--- src/rtl/mem_image_loader_pkg.sv ---
// rtl/mem_image_loader_pkg.sv - shared state encoding and frame constants for the image loader
package mem_image_loader_pkg;

    typedef enum logic [1:0] {
        ST_CNT_HI = 2'd0,
        ST_CNT_LO = 2'd1,
        ST_DATA   = 2'd2,
        ST_DONE   = 2'd3
    } state_e;

    localparam int HDR_BYTES = 2;

endpackage

--- src/rtl/mem_image_loader_packer.sv ---
// rtl/mem_image_loader_packer.sv - assembles four bytes, MSB first, into a 32-bit word
module byte_word_packer
    import mem_image_loader_pkg::*;
(
    input  logic        clk,
    input  logic        reset,
    input  logic        clear_i,
    input  logic [7:0]  byte_i,
    input  logic        valid_i,
    output logic [31:0] word_o,
    output logic        word_done_o
);

    logic [23:0] shift_q;
    logic [1:0]  idx_q;

    always_ff @(posedge clk) begin
        if (reset || clear_i) begin
            shift_q <= '0;
            idx_q   <= '0;
        end else if (valid_i) begin
            shift_q <= {shift_q[15:0], byte_i};
            idx_q   <= idx_q + 2'd1;
        end
    end

    // The 4th byte is presented combinationally so the word is complete in its accept cycle.
    assign word_o      = {shift_q, byte_i};
    assign word_done_o = valid_i && (idx_q == 2'd3);

endmodule

--- src/rtl/mem_image_loader.sv ---
// rtl/mem_image_loader.sv - streams a counted byte image into the memory write port, then releases the CPU
module mem_image_loader
    import mem_image_loader_pkg::*;
#(
    parameter int ADDR_W    = 10,
    parameter int DEPTH     = 1024,
    parameter int BASE_ADDR = 0
) (
    input  logic              clk,
    input  logic              reset,
    input  logic [7:0]        in_data,
    input  logic              in_valid,
    output logic              in_ready,
    output logic              mem_we,
    output logic [ADDR_W-1:0] mem_addr,
    output logic [31:0]       mem_wdata,
    output logic              cpu_hold,
    output logic              load_done,
    output logic              load_err
);

    localparam logic [16:0] DEPTH_L = 17'(DEPTH);

    state_e            state_q, state_d;
    logic [15:0]       n_q, n_d;
    logic [15:0]       widx_q, widx_d;
    logic              we_q, we_d;
    logic [ADDR_W-1:0] addr_q, addr_d;
    logic [31:0]       wdata_q, wdata_d;
    logic              hold_q, hold_d;
    logic              err_q, err_d;

    logic              accept;
    logic [31:0]       word;
    logic              word_done;

    assign in_ready = (state_q != ST_DONE);
    assign accept   = in_valid && in_ready;

    byte_word_packer u_packer (
        .clk         (clk),
        .reset       (reset),
        .clear_i     (state_q != ST_DATA),
        .byte_i      (in_data),
        .valid_i     (accept && (state_q == ST_DATA)),
        .word_o      (word),
        .word_done_o (word_done)
    );

    always_comb begin
        state_d = state_q;
        n_d     = n_q;
        widx_d  = widx_q;
        we_d    = 1'b0;
        addr_d  = addr_q;
        wdata_d = wdata_q;
        hold_d  = hold_q;
        err_d   = err_q;
        unique case (state_q)
            ST_CNT_HI: begin
                if (accept) begin
                    n_d     = {in_data, 8'h00};
                    hold_d  = 1'b1;
                    err_d   = 1'b0;
                    state_d = ST_CNT_LO;
                end
            end
            ST_CNT_LO: begin
                if (accept) begin
                    n_d     = {n_q[15:8], in_data};
                    widx_d  = '0;
                    state_d = ({n_q[15:8], in_data} == 16'd0) ? ST_DONE : ST_DATA;
                end
            end
            ST_DATA: begin
                if (word_done) begin
                    // Words past the end of memory are consumed but dropped.
                    if ({1'b0, widx_q} < DEPTH_L) begin
                        we_d    = 1'b1;
                        addr_d  = ADDR_W'(32'(BASE_ADDR) + 32'(widx_q));
                        wdata_d = word;
                    end else begin
                        err_d = 1'b1;
                    end
                    widx_d = widx_q + 16'd1;
                    if (widx_q + 16'd1 == n_q) begin
                        state_d = ST_DONE;
                    end
                end
            end
            ST_DONE: begin
                hold_d  = 1'b0;
                state_d = ST_CNT_HI;
            end
            default: state_d = ST_CNT_HI;
        endcase
    end

    always_ff @(posedge clk) begin
        if (reset) begin
            state_q <= ST_CNT_HI;
            n_q     <= '0;
            widx_q  <= '0;
            we_q    <= 1'b0;
            addr_q  <= '0;
            wdata_q <= '0;
            hold_q  <= 1'b1;
            err_q   <= 1'b0;
        end else begin
            state_q <= state_d;
            n_q     <= n_d;
            widx_q  <= widx_d;
            we_q    <= we_d;
            addr_q  <= addr_d;
            wdata_q <= wdata_d;
            hold_q  <= hold_d;
            err_q   <= err_d;
        end
    end

    assign mem_we    = we_q;
    assign mem_addr  = addr_q;
    assign mem_wdata = wdata_q;
    assign cpu_hold  = hold_q;
    assign load_err  = err_q;
    assign load_done = (state_q == ST_DONE);

endmodule

--- config.mk ---
export PLATFORM = sky130hd
export DESIGN_NAME = mem_image_loader
export DESIGN_NICKNAME = d
export VERILOG_FILES = /design/src/rtl/mem_image_loader_pkg.sv /design/src/rtl/mem_image_loader_packer.sv /design/src/rtl/mem_image_loader.sv
export SDC_FILE = /design/constraint.sdc
export NUM_CORES = 1
export LEC_CHECK = 0
export CAP_MARGIN = 20
export CORE_ASPECT_RATIO = 0.6
export CORE_MARGIN = 4
export CORE_UTILIZATION = 62
export CTS_BUF_LIST = sky130_fd_sc_hd__clkbuf_8
export DETAILED_ROUTE_END_ITERATION = 10
export GPL_ROUTABILITY_DRIVEN = 0
export GPL_TIMING_DRIVEN = 1
export PLACE_DENSITY = 0.84
export SLEW_MARGIN = 0
export SYNTH_ARGS = -nofsm -noshare
export SYNTH_HDL_FRONTEND = slang
export SYNTH_HIERARCHICAL = 1
export SYNTH_SLANG_ARGS = --single-unit
--- constraint.sdc ---
create_clock -name clk -period 4.8 [get_ports clk]
set_input_delay 0.48 -clock clk [delete_from_list [all_inputs] [get_ports clk]]
set_output_delay 0.48 -clock clk [all_outputs]
set_load 0.1 [all_outputs]
==> summary.txt <==
Multi-input gate area = 2290 um2
Slew at the pin closest to its max-slew limit = 1.03 ns
Mean Syn Cell Area = 8.44 um2
CTS Buf Count = 9
Seq cells post-synth = 105
Max Freq = 0.306 GHz
Max-cap violation count = 0
Unrepaired setup endpoints after global routing = no
Number of global-route vias before repair = 3624
Leading area contributor after synthesis = dfxtp_1
Clock Path Buffers = 2
Placement row count = 24
Critical path launch point type = flip-flop
Worst stage delay on the critical path = 0.69 ns
Slew headroom = 31.1%
ANT cells = 0
Most frequent cells after synthesis = nand2_1, dfxtp_1, nor2_1
Clk slew on worst S/H paths = 0.10 ns
Fillcell total = 570
Die height = 75.7 um
Share of cells above drive strength 1 = 5.25%
Final ANT Viol Nets = 0
Synth Flop Type = dfxtp_1
Synth area leaders = dfxtp_1, nand2_1, a21oi_1
Worst-skew pair later-pin latency = 0.38 ns
Most numerous cell in the Yosys netlist = nand2_1
Root Buffer Master = clkbuf_8
Setup TNS = 0 ns
Detail-routed net length per standard cell = 16.1 um
Syn-to-layout area delta = 12.4%
Postcts setup bufs = 0
Initial core utilization = 64.4%
Syn. warnings = 6
Worst Path Arrival = 3.58 ns
Pwr Density = 359 nW/um2
Largest net degree at the start of global routing = 82
Sink Count = 105
Share of the synthesized area in the top cell type = 44.3%
Netlist Area Pre-Place = 4740 um2
Crit-path cells = inv_1 > ha_1 > inv_1 > nor2_2 > buf_4 > and2_1 > nand2_1 > a21oi_1 > nand2_1 > nor3_1 > a21oi_1 > nor2_1
Number of flops mapped to enable cells by yosys = 0
Leakage = 1.73 nW
Worst endpoint required time = 5.12 ns
# DRC = 0
Setup crit end kind = flip-flop
Sequential share of the synthesized area = 44.3%
Critical Path Slowest Stage Cell = a21oi_1
Max VDD drop = 0.250 mV
Overall routing resource usage = 25.3%
DR iter-0 viols = 399
Post-synth cell types = 49
Tightest Hold Check Type = flip-flop to flip-flop
DR pass1 iterations = 6
Crit path kind = flip-flop to flip-flop
Crit share post-route = 68.0%
Worst path bufs/invs = 3
Sequential Area = 2100 um2
CTS Hold Bufs = 0
Final Hold Slack = 0.458 ns
Async SR Flop Fraction = 0%
DR vias/cell = 5.79
CTS tree = yes
H-Tree Depth = 3
Initial antenna violation count = 0
Post-Syn Instances = 562
Routed WL = 11200 um
Pins Over Slew Limit = 0
GRT overflow = 0
Critical Path Fanout Max = 27
Post-DP HPWL = 7830 um
Critical path depth = 12
CORE AREA = 7360 um2
Die width = 121 um
Net count after synthesis = 580
Endpoints failing setup = 0
First-pass GRT wire length = 18300 um
Vias post-DR = 4018
Clock Skew = 0.00740 ns
Die ar. = 9160 um2
Final hold violations = 0
Post_cts resized = 0
Hold Crit Depth = 2
I/O pin cnt = 58
Largest delay share family, worst path = simple AND/OR/NAND/NOR gates
Port Buffers = 57
Fin nets = 603
Outcome = finished clean
Worst r2r path cells = 12
Minimum clock period = 3.27 ns
Post-layout util = 72.4%
## per-stage QoR
step	instance area (um2)	setup WS, ns	power [mW]	instances
floorplan	4740	1.13	1.34	562
finish	5330	1.53	1.91	694
detailed placement	5150	1.49	1.41	678
global placement	5150	1.63	1.40	678
CTS	5330	1.60	1.91	694
global route	5330	1.25	2.01	694
## final cells by class
cell class / count / area share (%)
multi-input combinational: 400 / 43.0
sequential: 105 / 39.4
timing repair buffer: 61 / 11.2
clock buffer: 10 / 2.58
tap: 104 / 2.44
clock inverter: 6 / 0.798
inverter: 8 / 0.564
## cell families after synthesis
logic type / count (synthesis) / synth area share, %
flip-flops: 105 / 44.3
AO/OA/AOI/OAI: 108 / 13.1
multiplexers: 26 / 5.49
XOR/XNOR: 26 / 4.80
buffers and inverters: 57 / 7.39
adder cells (fa/ha/maj): 7 / 1.85
AND/OR/NAND/NOR: 233 / 23.1
## power by group
part | internal [mW] | switching [mW] | leakage, nW
registers | 0.904 | 0.0404 | 0.847
logic | 0.161 | 0.297 | 0.795
clock network | 0.204 | 0.306 | 0.0887
## metal layers
layer | vias to the layer above | share of wire (%) | GRT usage [%]
met1 | 1860 | 46 | 35.6
met5 | - | 0 | 0
met2 | 194 | 43 | 38.7
li1 | 1948 | - | -
met3 | 16 | 9.7 | 6.16
met4 | 0 | 1.3 | 7.91
## sequential cells by signal, indices dropped and copies added, names as in the netlist, 2 cells and up
signal,cells
mem_wdata,32
widx_q,16
state_q,2
mem_addr,10
u_packer/idx_q,2
n_q,16
u_packer/shift_q,24
## layout by cell type, fill, tap and decap left out, types with 4 or more instances in the layout
cell and instances:
a21oi_1 65, a22oi_1 9, a311oi_1 5, and2_1 4, and3_1 4, buf_4 4
clkbuf_8 10, clkdlybuf4s50_1 56, dfxtp_1 105, ha_1 7, inv_1 8, mux2i_1 26
nand2_1 106, nand3_1 5, nand4_1 4, nor2_1 66, nor3_1 8, nor3b_1 9
nor4_1 8, o21ai_0 15, xnor2_1 20, xor2_1 6
## path summary, 6_finish.rpt
path                            startpoint                       end  slack (ns)
setup / recovery   state_q[0]$_SDFFE_PP0P_   widx_q[15]$_SDFFE_PP0P_        1.53
hold / removal    mem_addr[0]$_SDFFE_PP0P_  mem_addr[0]$_SDFFE_PP0P_        0.46
setup reg to reg   state_q[0]$_SDFFE_PP0P_   widx_q[15]$_SDFFE_PP0P_        1.53
hold reg to reg   mem_addr[0]$_SDFFE_PP0P_  mem_addr[0]$_SDFFE_PP0P_        0.46
## worst reg2reg max path, cell delays in order, from the launching register on
cell and delay [ns]:
dfxtp_1 0.36, inv_1 0.16, ha_1 0.29, inv_1 0.15
nor2_2 0.13, buf_4 0.40, and2_1 0.32, nand2_1 0.11
a21oi_1 0.69, nand2_1 0.22, nor3_1 0.24, a21oi_1 0.06
nor2_1 0.08
No activity file was read; power rests on OpenSTA's default activity.
